**src/rtl/collision_pkg.sv**
```systemverilog
// Shared constants and helpers for the player-vs-object collision detector.
// Masks are carried at MAX_OBJ width so the helpers serve any channel count.
package collision_pkg;

    localparam int MAX_OBJ = 32;

    typedef logic [MAX_OBJ-1:0] obj_mask_t;

    function automatic logic [5:0] popcount(input obj_mask_t m);
        logic [5:0] c;
        c = '0;
        for (int i = 0; i < MAX_OBJ; i++) begin
            c = c + {5'd0, m[i]};
        end
        return c;
    endfunction

    // Scans from the top so that the last assignment is the lowest set bit.
    function automatic logic [4:0] lowest_set_index(input obj_mask_t m);
        logic [4:0] idx;
        idx = '0;
        for (int i = MAX_OBJ - 1; i >= 0; i--) begin
            if (m[i]) begin
                idx = 5'(i);
            end
        end
        return idx;
    endfunction

endpackage

```
**src/rtl/collision_channel.sv**
```systemverilog
// One object channel: sticky per-frame hit flag, current-frame mask bit and,
// when COLLISION_THRESHOLD_EN is defined, a saturating overlap-pixel counter.
module collision_channel
    import collision_pkg::*;
#(
    parameter int MIN_PIXELS = 4
) (
    input  logic clk,
    input  logic resetN,
    input  logic startOfFrame,
    input  logic collision,
    output logic hitNext,
    output logic curMask
);

    logic r_flag;
    logic r_cur_mask;
    logic w_flag_base;
    logic w_hit_next;

    // A frame start clears state, but a coincident collision re-sets it below.
    assign w_flag_base = startOfFrame ? 1'b0 : r_flag;

`ifdef COLLISION_THRESHOLD_EN
    localparam int CW = $clog2(MIN_PIXELS + 1);
    localparam logic [CW-1:0] LIMIT = CW'(MIN_PIXELS);

    logic [CW-1:0] r_cnt;
    logic [CW-1:0] w_cnt_base;
    logic [CW-1:0] w_cnt_next;

    always_comb begin
        w_cnt_base = startOfFrame ? '0 : r_cnt;
        w_cnt_next = w_cnt_base;
        if (collision && (w_cnt_base != LIMIT)) begin
            w_cnt_next = w_cnt_base + CW'(1);
        end
        w_hit_next = collision & ~w_flag_base & (w_cnt_next == LIMIT);
    end

    always_ff @(posedge clk or negedge resetN) begin
        if (!resetN) begin
            r_cnt <= '0;
        end else begin
            r_cnt <= w_cnt_next;
        end
    end
`else
    assign w_hit_next = collision & ~w_flag_base;
`endif

    always_ff @(posedge clk or negedge resetN) begin
        if (!resetN) begin
            r_flag     <= 1'b0;
            r_cur_mask <= 1'b0;
        end else begin
            r_flag     <= w_flag_base | w_hit_next;
            r_cur_mask <= (startOfFrame ? 1'b0 : r_cur_mask) | w_hit_next;
        end
    end

    assign hitNext = w_hit_next;
    assign curMask = r_cur_mask;

endmodule

```
**src/rtl/collision_player_multi.sv**
```systemverilog
// Player-vs-N-object collision detector: per-channel first-hit pulses, priority
// index and end-of-frame summary. Optional overlap threshold: COLLISION_THRESHOLD_EN.
module collision_player_multi
    import collision_pkg::*;
#(
    parameter int N_OBJ      = 8,
    parameter int CNT_W      = $clog2(N_OBJ + 1),
    parameter int MIN_PIXELS = 4
) (
    input  logic                                     clk,
    input  logic                                     resetN,
    input  logic                                     startOfFrame,
    input  logic                                     playerDrawingRequest,
    input  logic [N_OBJ-1:0]                         objDrawingRequest,
    input  logic [N_OBJ-1:0]                         objEnable,
    output logic [N_OBJ-1:0]                         hitPulse,
    output logic                                     hitValid,
    output logic [((N_OBJ > 1) ? $clog2(N_OBJ) : 1)-1:0] hitIndex,
    output logic [N_OBJ-1:0]                         frameHitMask,
    output logic [CNT_W-1:0]                         frameHitCount,
    output logic                                     frameDone
);

    localparam int IDX_W = (N_OBJ > 1) ? $clog2(N_OBJ) : 1;

    logic [N_OBJ-1:0] w_collision;
    logic [N_OBJ-1:0] w_hit_next;
    logic [N_OBJ-1:0] w_cur_mask;
    obj_mask_t        w_hit_pad;
    obj_mask_t        w_cur_pad;

    logic [N_OBJ-1:0] r_hit_pulse;
    logic             r_hit_valid;
    logic [IDX_W-1:0] r_hit_index;
    logic [N_OBJ-1:0] r_frame_mask;
    logic [CNT_W-1:0] r_frame_count;
    logic             r_frame_done;

    assign w_collision = {N_OBJ{playerDrawingRequest}} & objDrawingRequest & objEnable;

    for (genvar g = 0; g < N_OBJ; g++) begin : g_ch
        collision_channel #(
            .MIN_PIXELS (MIN_PIXELS)
        ) u_ch (
            .clk          (clk),
            .resetN       (resetN),
            .startOfFrame (startOfFrame),
            .collision    (w_collision[g]),
            .hitNext      (w_hit_next[g]),
            .curMask      (w_cur_mask[g])
        );
    end

    always_comb begin
        w_hit_pad = '0;
        w_cur_pad = '0;
        w_hit_pad[N_OBJ-1:0] = w_hit_next;
        w_cur_pad[N_OBJ-1:0] = w_cur_mask;
    end

    always_ff @(posedge clk or negedge resetN) begin
        if (!resetN) begin
            r_hit_pulse <= '0;
            r_hit_valid <= 1'b0;
            r_hit_index <= '0;
        end else begin
            r_hit_pulse <= w_hit_next;
            r_hit_valid <= |w_hit_next;
            r_hit_index <= IDX_W'(lowest_set_index(w_hit_pad));
        end
    end

    // w_cur_mask is still the closing frame's mask, so a coincident hit is excluded.
    always_ff @(posedge clk or negedge resetN) begin
        if (!resetN) begin
            r_frame_mask  <= '0;
            r_frame_count <= '0;
            r_frame_done  <= 1'b0;
        end else begin
            r_frame_done <= startOfFrame;
            if (startOfFrame) begin
                r_frame_mask  <= w_cur_mask;
                r_frame_count <= CNT_W'(popcount(w_cur_pad));
            end
        end
    end

    assign hitPulse      = r_hit_pulse;
    assign hitValid      = r_hit_valid;
    assign hitIndex      = r_hit_index;
    assign frameHitMask  = r_frame_mask;
    assign frameHitCount = r_frame_count;
    assign frameDone     = r_frame_done;

endmodule

```
**config.mk**
```make
export PLATFORM = sky130hd
export DESIGN_NAME = collision_player_multi
export DESIGN_NICKNAME = d
export VERILOG_FILES = /design/src/rtl/collision_pkg.sv /design/src/rtl/collision_channel.sv /design/src/rtl/collision_player_multi.sv
export SDC_FILE = /design/constraint.sdc
export NUM_CORES = 1
export LEC_CHECK = 0
export CAP_MARGIN = 40
export CORE_MARGIN = 2
export CORE_UTILIZATION = 36
export DETAILED_ROUTE_END_ITERATION = 10
export GPL_TIMING_DRIVEN = 0
export PLACE_DENSITY = 0.74
export SYNTH_ARGS = -nofsm -noshare
export SYNTH_HDL_FRONTEND = slang
export SYNTH_SLANG_ARGS = --single-unit
```
**constraint.sdc**
```tcl
create_clock -name clk -period 2.6 [get_ports clk]
set_input_delay 0.78 -clock clk [delete_from_list [all_inputs] [get_ports clk]]
set_output_delay 0.78 -clock clk [all_outputs]
set_load 0.02 [all_outputs]
```
# Word-level counts from Yosys, hierarchy flattened
# Cells that the tools add are included.
# totals
regBits,41
latch_bits,0
ramBits,0
rom_bits,0
in_bits,20
n_memories,0
# op_classes
addsub,7
multipliers,0
div,0
n_lt_le_gt_ge,0
eq_ne,0
shifts,0
muxes,24
bitwise_logic,34
n_reduce_logical,1
# op_table
operator,count
$mux 3,8
$add 4x1->4,4
$and 8x8->8,2
$mux 1,16
$or 1x1->1,16
$and 1x1->1,8
$not 1->1,8
$reduce_or 8->1,1
$add 3x1->4,1
$add 2x1->3,1
$add 1x1->2,1

# Logic depth before layout (Yosys ltp)
# Gate-level depths: netlist (run 1).
# depth
depth_word,11
ltp_mapped,10

# Hierarchy
# A second synthesis (run 1) with hierarchy kept.
# hier_totals
hier_cells,141
area_unflattened_um2,1826.8
# by_module_without_submodules
mod,n_inst,cells_each,area_per_inst_um2,seq_area_each_um2
collision_player_multi,1,85,1116.1,625.6
collision_channel,8,7,88.8,50.0

# Least setup slack after synthesis (run 1)
# No wires, ideal clock.
# synth_timing
path_kind,flip-flop to flip-flop
start,register g_ch[0].u_ch.r_cur_mask
end,register r_frame_count[2] (netlist: frameHitCount[2])
setup_time_ns,0.125
arrival_ns,2.741
required_ns,2.475
slack_ns,-0.266
path_stages_with_launch,11
period_less_slack_ns,2.866
path_cell_list,dfrtp_1 -> inv_1 -> fa_1 -> fa_1 -> fa_1 -> inv_1 -> ha_1 -> inv_1 -> fa_1 -> xnor2_1 -> mux2_2
# synth_via
elab_chain_len,7
# synth_rtl
element,line_no,source
start: declaration,collision_channel.sv:17,logic r_cur_mask;
start signal: assignment,collision_channel.sv:58,r_cur_mask <= (startOfFrame ? 1'b0 : r_cur_mask) | w_hit_next;
$add 1x1->2,collision_pkg.sv:13,"c = c + {5'd0, m[i]};"
$add 2x1->3,collision_pkg.sv:13,
$add 3x1->4,collision_pkg.sv:13,
$add 4x1->4 (4 in a row),collision_pkg.sv:13,
end signal: assignment,collision_player_multi.sv:83,r_frame_count <= CNT_W'(popcount(w_cur_pad));
end: declaration,collision_player_multi.sv:36,logic [CNT_W-1:0] r_frame_count;
# No other way between the ends.
# A chain may end at the register's enable or synchronous reset.

# Final worst setup path (run 1)
# Ends and elaborated chain as after synthesis.

==> summary.txt, run 1 <==
Crit-path slowest cell: fa_1
CP max FO: 2
headroom to the max-slew limit: 66.6%
final setup margin: -332 ps
cell leakage power: 1.19 nW
synthesized area: 1800 sq um
count leader, synth: dfrtp_1
vias in the first global route: 1,215
global-route wire length before repair: 5870 microns
Num Clock Sinks: 41
share of layout cells above drive strength 1: 22.8%
pwr dens: 669 nW/um^2
core area: 4790 sq um
Placed Cells: 254
synth cell count leaders: dfrtp_1, inv_1, nand2_1, nand2b_1, mux2_2
outcome: finished, violations left
Slew Viols, Final: 0
Stages on worst setup path: 10
Vias: 1,186
cts bufs inserted: 5
Post-synth EDFFs: 0
period utilisation layout: 113%
P&R area growth vs syn: 38.5%
Synth Register Bits: 41
pin count of the biggest net entering global routing: 22
antenna viol nets, final: 0
drt drc: 0
Die W: 74.8 microns
HPWL Detailed: 2430 microns
worst path cell trace: inv_2 -> fa_1 -> fa_1 -> fa_1 -> inv_2 -> ha_4 -> inv_2 -> fa_2 -> xnor2_1 -> mux2_2
Worst Setup Start Kind: flop
Core Util, Final: 52.2%
syn_nets: 170
Max-Cap Viols: 0
Setup CP Type: reg -> reg
port bufs: 43
sequential area share after synthesis: 56.9%
Worst Clk Skew: 6.14 ps
setup tns final: -500 ps
cell taking the most area after synthesis: dfrtp_1
yosys warns: 0
post-route minimum period: 2930 ps
Worst R2R Path Depth: 10
failing checks: negative setup slack
highest clock rate: 341 MHz
Top delay family on crit path: adder cells
clock buffer depth: 2
routability cong.: 0.799
row count: 25
DRT iter0 DRCs: 27
mean post-synth cell area: 12.6 sq um
H-Tree Depth: 2
top cells by area, synth: dfrtp_1, fa_1, mux2_2, inv_1, nand2b_1
Layout Nets: 223
Post-Route WL: 3340 microns
Reg clk slew, reported paths: 80 ps
WL/cell: 12.6 microns
Seq. cell area: 1030 sq um
total power: 1.67 mW
WP data required: 2790 ps
die footprint: 5590 sq um
Mapped Cells: 143
Finished Layout Cells: 264
GR Util All Layers: 14.6%
number of placed I/O pins: 45
Die Height: 74.8 microns
Synth top area share: 56.9%
Slew @ Worst Pin: 501 ps
asr flop ratio synth: 100%
DRT Pass-1 Iters: 4
Hold Fails Final Rpt: 0
Synth cell types: 35
grt total ovfl: 0
CP arrival: 3120 ps
maximum vdd drop: 0.000312 V
Clock Tree Root: clkbuf_8
starting density of the core: 37.7%
RSZ-0062 raised after global routing: true
fillers: 424
crit path capture type: flop
CTS tree: built
Most used DFF post-synth: dfrtp_1
area of the multi-input gates: 687 sq um
Clock Latency Late Sink: 300 ps
Worst Path Buf+Inv: 3
class of the worst hold path: in -> async
Antenna Cells: 0
Vias/cell: 4.49
Largest stage delay, worst path: 560 ps
initial antenna violation count: 0
Setup Viol. Count Final: 2
==> what timing repair did <==
action / CTS / global route
resized for setup: 3 / 4
endpoints found under the setup margin: 3 / 4
pin swaps: 2 / 1
buffers inserted: 1 / 1
hold buffers: 0 / 0
==> per-stage QoR <==
step	area, sq um	hold slack (ps)	worst slack [ps]
after global routing	2500	473	-464
after floorplan	1810	443	-252
final	2500	441	-332
after global placement	2320	455	-367
after CTS	2470	447	-364
after detailed placement	2340	466	-406
==> final cells by class <==
| type | instances | area share (%) |
|---|---|---|
| plain buffers | 4 | 1.55 |
| clock buffers | 6 | 3.30 |
| clock inverters | 2 | 1.50 |
| inverters | 20 | 3.00 |
| multi-input cells | 78 | 27.5 |
| flip-flops and latches | 41 | 41.1 |
| well taps | 67 | 3.36 |
| repair buffers | 46 | 18.7 |
==> cells by family after synthesis <==
logic type | synth area share [%]
buffers and inverters | 6.31
AOI/OAI and AO/OA | 7.91
muxes | 6.24
and+or+nand+nor | 15.7
xor gates and xnor gates | 0.486
adders and majority gates | 6.52
DFF | 56.9
==> routing by layer <==
layer / vias to the layer above / part of all wire (%) / routed length (microns) / global-route usage (%)
met5: - / 0 / 0 / 0
met4: 0 / 2.0 / 67 / 6.55
met3: 6 / 4.5 / 149 / 4.95
met2: 29 / 46 / 1550 / 22.9
met1: 569 / 47 / 1570 / 18.3
li1: 582 / - / - / -
==> worst paths after layout <==
check                                     start                    to  slack, ps
max reg2reg                g_ch[0].u_ch.curMask      frameHitCount[2]       -330
max                        g_ch[0].u_ch.curMask      frameHitCount[2]       -330
max in group asynchronous                resetN      frameHitCount[0]       1690
min reg2reg                 g_ch[0].u_ch.r_flag   g_ch[0].u_ch.r_flag        480
min                                      resetN  g_ch[2].u_ch.curMask        440
min in group clk            g_ch[0].u_ch.r_flag   g_ch[0].u_ch.r_flag        480
==> placed cells by master (no fill, tap or decap), drive strengths merged, types with 3 or more instances in the layout <==
cell	n
clkdlybuf4s50	42
dfrtp	41
inv	20
nand2b	13
nand2	11
mux2	10
nand3	8
buf	8
clkbuf	6
o21ai	6
nor2b	4
fa	4
o211ai	3
ha	3
a21oi	3
==> power breakdown <==
part           total, mW  internal [mW]  switching, mW
clock              0.534          0.312          0.222
sequential         0.736          0.703         0.0326
combinational      0.402          0.208          0.194
total               1.67           1.22          0.448
==> state kept, by name, indices dropped and copies added, names as in the netlist <==
| register | cells |
|---|---|
| hitValid | 1 |
| g_ch.u_ch.curMask | 8 |
| hitIndex | 3 |
| g_ch.u_ch.r_flag | 8 |
| hitPulse | 8 |
| frameDone | 1 |
| frameHitMask | 8 |
| frameHitCount | 4 |
No activity file was read; power rests on OpenSTA's default activity.
==> inputs of run 2 (changes only) <==
--- a/config.mk
+++ b/config.mk
@@ -5,7 +5,6 @@
 export SDC_FILE = /design/constraint.sdc
 export NUM_CORES = 1
 export LEC_CHECK = 0
-export CAP_MARGIN = 40
 export CORE_MARGIN = 2
 export CORE_UTILIZATION = 36
 export DETAILED_ROUTE_END_ITERATION = 10
==> run 2 against run 1 <==
Compared with the run above: the run still ends with negative setup slack left; via count decreased by 0.67%; hold slack improved by 34 ps; clock power increased by 13%; global-route usage decreased by 0.48 points; first-iteration DRC count increased by 41%; sequential share of layout area increased by 0.23 points; routed wire length increased by 0.60%; critical path depth unchanged; final cell count decreased by 0.38%; critical path type unchanged; critical endpoint unchanged; largest power group unchanged; highest routed layer unchanged.
==> summary.txt, run 2 (same netlist as run 1, synthesis figures left out) <==
Place WS: -408 ps
number of placed I/O pins: 45
RSZ-0062 raised after global routing: true
share of layout cells above drive strength 1: 22.4%
vias in the first global route: 1,199
Power Internal: 1.29 mW
setup tns final: -526 ps
crit path capture type: flop
pin count of the biggest net entering global routing: 42
sequential fraction of design power: 42.3%
clock share of power: 34.6%
headroom to the max-slew limit: 40.5%
most common cell after layout, fill and taps aside: clkdlybuf4s50_1
Worst Clk Skew: 7.65 ps
WL/cell: 12.8 microns
Layout Nets: 222
outcome: finished, violations left
clock buffer depth: 2
Critical Path End: frameHitCount[2]
Reg2Reg Setup Slack: -340 ps
Hold Fails Final Rpt: 0
initial antenna violation count: 0
HPWL Detailed: 2370 microns
crit path from: g_ch[0].u_ch.curMask
class of the worst hold path: reg -> reg
port bufs: 43
pwr dens: 699 nW/um^2
Post-Route WL: 3360 microns
post-route minimum period: 2940 ps
Setup Viol. Count Final: 2
grt total ovfl: 0
Slew Viols, Final: 0
highest clock rate: 340 MHz
Worst R2R Path Depth: 10
P&R area growth vs syn: 37.7%
Num Clock Sinks: 41
Antenna Cells: 0
most frequent cells in the layout: clkdlybuf4s50_1, dfrtp_1, inv_1
CP arrival: 3130 ps
Vias: 1,178
starting density of the core: 37.7%
Die W: 74.8 microns
core area: 4790 sq um
Logic pwr share: 23.0%
placed instance area: 2320 sq um
WP data required: 2790 ps
die footprint: 5590 sq um
cell area after layout: 2480 sq um
global-route wire length before repair: 5710 microns
antenna viol nets, final: 0
CTS tree: built
final setup margin: -342 ps
Reg clk slew, reported paths: 80 ps
failing checks: negative setup slack
Setup CP Type: reg -> reg
r2r endpoint: frameHitCount[2]
total power: 1.74 mW
cts bufs inserted: 5
switching share of power: 25.8%
GR Util All Layers: 14.1%
Largest stage delay, worst path: 560 ps
Clock Latency Late Sink: 300 ps
Worst Path Buf+Inv: 3
Slew @ Worst Pin: 892 ps
Net Sw Power: 0.448 mW
cell leakage power: 1.18 nW
fillers: 414
Clock Tree Root: clkbuf_8
Core Util, Final: 51.9%
period utilisation layout: 113%
Stages on worst setup path: 10
Worst Setup Start Kind: flop
H-Tree Depth: 2
Max-Cap Viols: 0
Vias/cell: 4.48
Crit-path slowest cell: fa_1
row count: 25
routability cong.: 0.799
Top delay family on crit path: adder cells
DRT iter0 DRCs: 38
worst path cell trace: inv_2 -> fa_1 -> fa_1 -> fa_1 -> inv_2 -> ha_4 -> inv_2 -> fa_2 -> xnor2_1 -> mux2_2
DRT Pass-1 Iters: 4
Die Height: 74.8 microns
CP max FO: 2
worst r2r src: g_ch[0].u_ch.curMask
drt drc: 0
maximum vdd drop: 0.000378 V
[run 2: worst min-delay path: stages, from the launching register on]
cell and delay, ps:
dfrtp_1 330, nand2b_1 70, nand2_1 50
[run 2: worst min path at each step]
stage | from | to | slack, ps | cells after the start
final | g_ch[0].u_ch.r_flag | g_ch[0].u_ch.r_flag | 480 | 2
after CTS | g_ch[0].u_ch.r_flag | g_ch[0].u_ch.r_flag | 480 | 2
after global placement | g_ch[2].u_ch.r_flag | g_ch[2].u_ch.r_flag | 460 | 2
after floorplan | g_ch[0].u_ch.r_flag | g_ch[0].u_ch.r_flag | 440 | 2
after detailed placement | g_ch[0].u_ch.r_flag | g_ch[0].u_ch.r_flag | 460 | 2
after global routing | g_ch[0].u_ch.r_flag | g_ch[0].u_ch.r_flag | 500 | 2
[run 2: layer usage]
layer | up-vias | global-route usage (%) | wire length (microns)
li1 | 571 | - | -
met4 | 0 | 5.36 | 57
met3 | 5 | 4.55 | 155
met2 | 31 | 22.0 | 1560
met1 | 571 | 18.4 | 1590
met5 | - | 0 | 0
[run 2: repair_timing]
item	4_1_cts	5_1_grt
buffers inserted	1	1
pin swaps	2	1
endpoints found under the setup margin	3	4
cloned	0	0
hold buffers	0	0
resized for setup	3	4
endpoints found under the hold margin	0	0
[run 2: per-stage QoR]
| stage | hold slack [ps] | cells |
|---|---|---|
| final | 475 | 263 |
| after detailed placement | 460 | 253 |
| after global placement | 455 | 253 |
| after global routing | 497 | 263 |
| after floorplan | 443 | 143 |
| after CTS | 480 | 262 |
[run 2: power groups by stage]
stage / registers, mW / logic, mW / clock network, mW
floorplan: 0.803 / 0.147 / 0
global placement: 0.747 / 0.371 / 0
detailed placement: 0.748 / 0.373 / 0
CTS: 0.735 / 0.379 / 0.614
global route: 0.744 / 0.444 / 0.641
finish: 0.736 / 0.400 / 0.602
[run 2: area by class of cell]
class	instances	area [sq um]	share of cell area, %
clock buffers	5	68.8	2.77
repair buffers	45	440	17.7
flip-flops and latches	41	1030	41.3
well taps	67	83.8	3.37
inverters	20	75.1	3.02
plain buffers	4	38.8	1.56
clock inverters	3	65.1	2.62
multi-input cells	78	687	27.6
==> inputs of run 3 (changes only) <==
--- a/config.mk
+++ b/config.mk
@@ -12,4 +12,5 @@
 export PLACE_DENSITY = 0.74
 export SYNTH_ARGS = -nofsm -noshare
 export SYNTH_HDL_FRONTEND = slang
+export SYNTH_HIERARCHICAL = 1
 export SYNTH_SLANG_ARGS = --single-unit
==> run 3 against run 2 <==
Compared with the run above: the run still ends with negative setup slack left; cell area up 0.91%; total power decreased by 4.4%; maximum frequency is 1.7% higher; hold slack better by 35 ps; largest power group unchanged; sequential power increased by 0.5%; global-route usage decreased by 0.43 points; critical endpoint unchanged; final cell count grew 0.38%; critical path type unchanged; first-iteration DRC count grew 120%; die area up 1.2%; non-clock buffer count unchanged; combinational power about the same.
==> summary.txt, run 3 <==
post-route minimum period: 2890 ps
worst path cell trace: inv_1 -> fa_1 -> fa_1 -> fa_1 -> inv_2 -> ha_4 -> inv_2 -> fa_2 -> xnor2_1 -> mux2_4
sequential area share after synthesis: 56.2%
GR Util met3: 3.88%
asr flop ratio synth: 100%
WL/cell: 12.8 microns
Reg clk slew, reported paths: 80 ps
pwr dens: 663 nW/um^2
Post-CTS Hold Buffers: 0
fillers: 438
row count: 25
Post-Route WL: 3380 microns
met2 GRT Util: 22.4%
Clock Latency Late Sink: 290 ps
WP data required: 2780 ps
Max-Cap Viols: 0
Worst Clk Skew: 3.55 ps
outcome: finished, violations left
Setup CP Type: reg -> reg
Most used DFF post-synth: dfrtp_1
Slew @ Worst Pin: 884 ps
drt drc: 0
setup tns final: -449 ps
Layout Nets: 223
starting density of the core: 37.9%
Num Clock Sinks: 41
die footprint: 5660 sq um
area of the multi-input gates: 711 sq um
GR Util All Layers: 13.6%
failing checks: negative setup slack
Setup Viol. Count Final: 2
clock buffer depth: 2
Clock Tree Root: clkbuf_8
initial antenna violation count: 0
antenna viol nets, final: 0
Synth Register Bits: 41
Vias/cell: 4.37
Synth top area share: 56.2%
grt total ovfl: 0
most frequent cells in the layout: clkdlybuf4s50_1, dfrtp_1, inv_1
Post-synth EDFFs: 0
DRT Pass-1 Iters: 4
Most Crowded Layer GR: met2
top cells by area, synth: dfrtp_1, nand2b_4, mux2_4, inv_1, fa_1
Synth cell types: 25
Vias: 1,153
Die Height: 75.2 microns
Seq. cell area: 1030 sq um
crit-path most repeated cell: fa_1
mean post-synth cell area: 13.0 sq um
routability cong.: 0.688
count leader, synth: dfrtp_1
Largest stage delay, worst path: 510 ps
Die W: 75.2 microns
cts bufs inserted: 5
port bufs: 44
yosys warns: 6
vias in the first global route: 1,148
Mapped Cells: 141
Crit-path slowest cell: fa_1
core area: 4820 sq um
period utilisation layout: 111%
synth cell count leaders: dfrtp_1, inv_1
Hold Fails Final Rpt: 0
H-Tree Depth: 2
Worst Setup Start Kind: flop
class of the worst hold path: reg -> reg
most common cell after layout, fill and taps aside: clkdlybuf4s50_1
cell leakage power: 1.23 nW
share of layout cells above drive strength 1: 18.8%
pin count of the biggest net entering global routing: 42
Slew Viols, Final: 0
final setup margin: -293 ps
crit path capture type: flop
highest clock rate: 346 MHz
HPWL Detailed: 2420 microns
syn_nets: 168
Min Hold Slack: 511 ps
synthesized area: 1830 sq um
number of placed I/O pins: 45
headroom to the max-slew limit: 41.1%
RSZ-0062 raised after global routing: true
CP max FO: 2
CTS tree: built
CP arrival: 3070 ps
global-route wire length before repair: 5530 microns
met1 usage: 17.2%
Antenna Cells: 0
P&R area growth vs syn: 37.3%
maximum vdd drop: 0.000316 V
DRT iter0 DRCs: 83
cell taking the most area after synthesis: dfrtp_1
## run 3: final timing paths
| kind | endpoint | depth (start not counted) | from | slack, ps |
|---|---|---|---|---|
| worst max-delay path | frameHitCount[2] | 10 | g_ch[3].u_ch/curMask | -290 |
| worst min-delay path | frameHitMask[0] | 1 | frameHitMask[0] | 510 |
| worst max register to register | frameHitCount[2] | 10 | g_ch[3].u_ch/curMask | -290 |
| worst min register to register | frameHitMask[0] | 1 | frameHitMask[0] | 510 |
| max in group asynchronous | frameHitCount[3] | 1 | resetN | 1440 |
| min in group asynchronous | hitPulse[7] | 1 | resetN | 610 |
## run 3: cell families after synthesis
| kind of cell | after synthesis | synth area share, % |
|---|---|---|
| AO/OA/AOI/OAI | 15 | 6.16 |
| adder cells (fa/ha/maj) | 7 | 6.44 |
| XOR/XNOR | 1 | 0.480 |
| buffers and inverters | 26 | 5.75 |
| AND/OR/NAND/NOR | 40 | 16.9 |
| flip-flops | 41 | 56.2 |
| multiplexers | 11 | 8.15 |
## run 3: worst max-delay path: cells and delay by family (launching register included)
family | cells | cell delay, ps
xor+xnor | 1 | 130
fa+ha+maj | 5 | 1810
buf+inv | 3 | 190
flops | 1 | 400
mux | 1 | 250
## run 3: final cells by class
| cell class | instances | area share, % |
|---|---|---|
| tap | 67 | 3.34 |
| buffer | 1 | 0.449 |
| multi-input combinational | 74 | 28.3 |
| clock inverter | 1 | 1.20 |
| inverter | 25 | 3.74 |
| timing repair buffer | 48 | 18.6 |
| sequential | 41 | 40.9 |
| clock buffer | 7 | 3.44 |
## run 3: repair_timing
item | in CTS | in global routing
pin swaps | 2 | 0
endpoints found under the setup margin | 3 | 6
setup buffers | 3 | 1
gates resized for setup | 1 | 4
## run 3: report_power, final
group | internal, mW | total (mW) | switching (mW)
Combinational | 0.216 | 0.399 | 0.183
Sequential | 0.703 | 0.740 | 0.0376
Clock | 0.313 | 0.522 | 0.209
## run 3: metrics by stage
| stage | area (sq um) | instances | setup WS, ps | util, % | total power [mW] |
|---|---|---|---|---|---|
| after global routing | 2510 | 264 | -382 | 52.1 | 1.75 |
| after global placement | 2350 | 252 | -407 | 48.9 | 1.13 |
| after CTS | 2490 | 263 | -343 | 51.6 | 1.66 |
| after floorplan | 1830 | 141 | -268 | - | 0.962 |
| after detailed placement | 2350 | 252 | -415 | 48.8 | 1.14 |
| final | 2510 | 264 | -293 | 52.1 | 1.66 |
## run 3: metal layers
metal / share of wire [%] / up-vias
met5: 0 / -
met4: 1.7 / 0
met3: 5.0 / 5
met2: 51 / 30
met1: 42 / 554
li1: - / 564
